### config.mk
export PLATFORM = sky130hd
export DESIGN_NAME = phased_pwm_array
export DESIGN_NICKNAME = d
export VERILOG_FILES = /design/src/rtl/phased_pwm_array.sv
export SDC_FILE = /design/constraint.sdc
export NUM_CORES = 1
export LEC_CHECK = 0
export CORE_ASPECT_RATIO = 1.1
export CORE_MARGIN = 2
export CORE_UTILIZATION = 45
export CTS_BUF_LIST = sky130_fd_sc_hd__clkbuf_16
export DETAILED_ROUTE_END_ITERATION = 10
export PLACE_DENSITY_LB_ADDON = 0.2
export SYNTH_ARGS = -nofsm -noshare
export SYNTH_HDL_FRONTEND = slang
export SYNTH_SLANG_ARGS = --single-unit
### constraint.sdc
create_clock -name clk -period 4.97 [get_ports clk]
set_input_delay 0.497 -clock clk [delete_from_list [all_inputs] [get_ports clk]]
set_output_delay 0.497 -clock clk [all_outputs]
set_load 0.02 [all_outputs]
### src/rtl/phased_pwm_array.sv
// phased_pwm_array: multi-channel phased carrier generator with
// double-buffered offsets and master/follower period alignment.
module phased_pwm_array #(
    parameter int NUM_CH = 4,
    parameter int PERIOD = 1250,
    parameter int CNT_W  = $clog2(PERIOD),
    parameter int CH_W   = (NUM_CH > 1) ? $clog2(NUM_CH) : 1
) (
    input  logic              clk,
    input  logic              rst_n,
    input  logic              wr_en,
    input  logic              wr_sel,
    input  logic [CH_W-1:0]   wr_ch,
    input  logic [CNT_W-1:0]  wr_data,
    input  logic              commit,
    input  logic [NUM_CH-1:0] ch_en,
    input  logic              sync_mode,
    input  logic              sync_in,
    output logic              sync_out,
    output logic [NUM_CH-1:0] trans,
    output logic              wr_err,
    output logic              commit_pending
);
    localparam logic [CNT_W:0]   PER_X  = (CNT_W+1)'(PERIOD);
    localparam logic [CNT_W:0]   HALF_X = (CNT_W+1)'(PERIOD / 2);
    localparam logic [CNT_W-1:0] LAST   = CNT_W'(PERIOD - 1);
    localparam logic [CH_W:0]    NCH_X  = (CH_W+1)'(NUM_CH);

    logic [CNT_W-1:0] cnt;
    logic [CNT_W-1:0] phase_sh   [NUM_CH];
    logic [CNT_W-1:0] cal_sh     [NUM_CH];
    logic [CNT_W-1:0] active_off [NUM_CH];
    logic [CNT_W-1:0] off_next   [NUM_CH];
    logic [CNT_W:0]   sum_w      [NUM_CH];
    logic [CNT_W:0]   diff_w     [NUM_CH];
    logic [NUM_CH-1:0] trans_next;

    logic sync_s1;
    logic sync_s2;
    logic sync_s3;
    logic resync;
    logic boundary;
    logic wr_ok;
    logic apply;

    // sync_s3 is the edge-detect flop behind the two-stage synchroniser
    assign resync   = sync_mode && sync_s2 && !sync_s3;
    assign boundary = resync || (cnt == LAST);
    assign wr_ok    = wr_en
                   && ({1'b0, wr_ch} < NCH_X)
                   && ({1'b0, wr_data} < PER_X);
    assign apply    = boundary && (commit_pending || commit);

    always_comb begin
        trans_next = '0;
        for (int ch = 0; ch < NUM_CH; ch++) begin
            sum_w[ch] = {1'b0, phase_sh[ch]} + {1'b0, cal_sh[ch]};
            if (sum_w[ch] >= PER_X)
                off_next[ch] = CNT_W'(sum_w[ch] - PER_X);
            else
                off_next[ch] = sum_w[ch][CNT_W-1:0];
            // phase distance of cnt past this channel's offset, mod PERIOD
            if (cnt >= active_off[ch])
                diff_w[ch] = {1'b0, cnt} - {1'b0, active_off[ch]};
            else
                diff_w[ch] = {1'b0, cnt} + PER_X - {1'b0, active_off[ch]};
            trans_next[ch] = ch_en[ch] && (diff_w[ch] < HALF_X);
        end
    end

    always_ff @(posedge clk) begin
        if (!rst_n) begin
            cnt            <= '0;
            sync_s1        <= 1'b0;
            sync_s2        <= 1'b0;
            sync_s3        <= 1'b0;
            sync_out       <= 1'b0;
            trans          <= '0;
            wr_err         <= 1'b0;
            commit_pending <= 1'b0;
            for (int ch = 0; ch < NUM_CH; ch++) begin
                phase_sh[ch]   <= '0;
                cal_sh[ch]     <= '0;
                active_off[ch] <= '0;
            end
        end else begin
            sync_s1  <= sync_in;
            sync_s2  <= sync_s1;
            sync_s3  <= sync_s2;
            cnt      <= boundary ? '0 : cnt + CNT_W'(1);
            sync_out <= boundary;
            trans    <= trans_next;
            wr_err   <= wr_en && !wr_ok;
            if (wr_ok) begin
                if (wr_sel)
                    cal_sh[wr_ch] <= wr_data;
                else
                    phase_sh[wr_ch] <= wr_data;
            end
            if (apply) begin
                for (int ch = 0; ch < NUM_CH; ch++)
                    active_off[ch] <= off_next[ch];
            end
            commit_pending <= boundary ? 1'b0 : (commit_pending || commit);
        end
    end
endmodule

==> results_dict.tcl <==
set metrics [dict create \
    post_cts_resized 0 \
    synth_most_common_cell "ha_1" \
    holdWs_ns 0.4857 \
    status "completed" \
    ys_seq_elements 153 \
    synth_flop_cell "edfxtp_1" \
    ys_top_cells_by_area "edfxtp_1 30%, ha_1 13%, and2_1 3.9%" \
    rows 66 \
    vias_per_cell 5.812 \
    nets 1638 \
    die_w_um 168.0 \
    critPathMaxStageDelay_ns 0.76 \
    synth_cell_types 90 \
    wl_per_cell_um 17.41 \
    tightestPinTransition_ns 0.9343 \
    gp_congestion 0.9106 \
    ir_worst_vdd_mv 0.1934 \
    initial_utilization_pct 45.43 \
    critPathRequiredTime_ns 5.33 \
    antenna_left 0 \
    crit_slowest_cell "dfxtp_1" \
    hp-class "reg -> reg" \
    synth_area_um2 13320 \
    hpwl_mm 24.98 \
    cts_tree "done" \
    grt_pass1_wl_mm 52.46 \
    clkTransAtPathRegs_ns 0.07 \
    clock_skew_ns 0.01659 \
    slew_headroom_pct 37.29 \
    grtUsageTotal_pct 21.29 \
    fp.dieArea_um2 30990 \
    async_flop_share_pct 0 \
    fin_crit_sh_pct 79.43 \
    placedInstanceArea_um2 14050 \
    syn_inst 1438 \
    synth_edf_count 132 \
    crit_arrival_ns 4.31 \
    tns_ns 0 \
    placement.io_buffers 30 \
    p_leak_nw 5.895 \
    grt_start_max_net_pins 45 \
    root_buffer "clkbuf_16" \
    cpLargestDelayFamily "simple AND/OR/NAND/NOR gates" \
    overflow 0 \
    cts_made_buffers 17 \
    clkLatencyLatePin_ns 0.44 \
    worstSetupEndpointType "flip-flop" \
    drt_iter0_drc 574 \
    drive_gt1_share_pct 7.370 \
    syn_area_per_cell_um2 9.261 \
    cts_hold_buffers 0 \
    regArea_um2 4384 \
    synth_fp_nets 1609 \
    synth_top_cells_by_count "135 x ha_1, 132 x edfxtp_1, 110 x nor2_1, 85 x a21oi_1, 82 x and2_1" \
    synthToLayoutAreaGrowth_pct 10.04 \
    final_cells 1853 \
    cts_buffer_depth 2 \
    finalSetupViolCount 0 \
    timing.fmax_mhz 253.3 \
    cts_setup_buffers 0 \
    power.density_nw_per_um2 282.1 \
    placed_cells 1822 \
    critPathMaxFanout 13 \
    drv_slew 0 \
    crit_path_cell_trace "ha_1, and3_1, o41ai_1, xnor2_1, ha_1, nand2_1, a221oi_1, o2111ai_1, mux2i_1, nor2_1, or4_1, o31ai_1" \
    yosysWarnings 0 \
    fin_area_um2 14660 \
    n_antenna_cell 0 \
    dr.pass1.iters 5 \
    antenna_found_initial 0 \
    critPathMostFrequentCell "ha_1" \
    core_um2 29320 \
    period_needed_ns 3.948 \
    yosys.area.top_type_share_pct 29.76 \
    fp.dieH_um 184.4 \
    max_cap_viol_count 0 \
    io-pin-count 31 \
    worstSetupPathType "reg -> reg" \
    drt_wl_total_mm 32.26 \
    cts_sinks 153 \
    vias 10770 \
    synth_largest_area_cell "edfxtp_1" \
    startpoint_type "flip-flop" \
    seq_area_frac_synth_pct 32.92 \
    grt_pass1_vias 10220 \
    fillers 2699 \
    rsz0062_at_grt "no" \
    crit_buf_inv 0 \
    multi_input_area_um2 8477 \
    hold_viol 0 \
    htree_levels 4 \
    drc 0 \
]
## cells in the final DEF (no fill, tap or decap), drive strengths merged, types with 20 or more instances in the layout
| master | netlist | layout |
|---|---|---|
| o211ai | 20 | 20 |
| nand2 | 79 | 79 |
| a211oi | 22 | 22 |
| dfxtp | 21 | 21 |
| and3 | 43 | 43 |
| nand2b | 22 | 22 |
| edfxtp | 132 | 132 |
| inv | 78 | 79 |
| nor3 | 41 | 41 |
| and2 | 82 | 82 |
| nand3 | 46 | 46 |
| a21o | 30 | 30 |
| xnor2 | 50 | 50 |
| o21ai | 66 | 66 |
| xor2 | 51 | 51 |
| ha | 135 | 135 |
| a21oi | 87 | 87 |
| nor2 | 110 | 110 |
| clkdlybuf4s50 | 0 | 30 |
## kinds of logic after synthesis
| logic type | synth area share (%) |
|---|---|
| AND/OR/NAND/NOR | 21.13 |
| AO/OA/AOI/OAI | 19.93 |
| flip-flops | 32.92 |
| adder cells (fa/ha/maj) | 14.49 |
| buffers and inverters | 3.579 |
| XOR/XNOR | 6.642 |
| multiplexers | 1.315 |
## sequential cells by signal, indices dropped and copies added, names as in the netlist, 4 cells and up
signal and flops:
active_off 44, cal_sh 44, cnt 11, phase_sh 44
trans 4
## where the power goes
part	switching [W]	internal, W
Combinational	0.000755	0.000514
Sequential	0.0000387	0.00147
Clock	0.000528	0.000831
## final timing paths
check,end,cells past startpoint,startpoint,slack [ns]
worst max-delay path,trans[2],12,cnt[1],1.02
worst min-delay path,sync_s2,1,sync_s1,0.49
worst min register to register,sync_s2,1,sync_s1,0.49
worst max register to register,trans[2],12,cnt[1],1.02
## final cells by class
| class | instances | area share [%] |
|---|---|---|
| clock buffer | 17 | 2.903 |
| multi-input combinational | 1170 | 57.84 |
| clock inverter | 14 | 1.229 |
| sequential | 153 | 29.92 |
| timing repair buffer | 47 | 2.920 |
| tap | 374 | 3.193 |
| inverter | 78 | 1.998 |
## routing by layer
metal  track usage [%]  up-vias  wire length (um)
met4             7.583        0               815
met3             2.212       49               974
met1             28.22     5089             15380
met5                 0        -                 0
li1                  -     5427                 -
met2             36.25      205             15090
## per-stage QoR
stage | worst slack (ns) | utilization, % | total power [W]
2_1_floorplan | 1.113 | - | 0.002514
3_3_place_gp | 1.169 | 47.93 | 0.002770
3_5_place_dp | 1.037 | 47.93 | 0.002790
4_1_cts | 1.020 | 49.99 | 0.004150
5_1_grt | 0.6421 | 49.99 | 0.004364
6_report | 1.022 | 49.99 | 0.004135
Note: power is estimated with default switching activity, not from simulation.
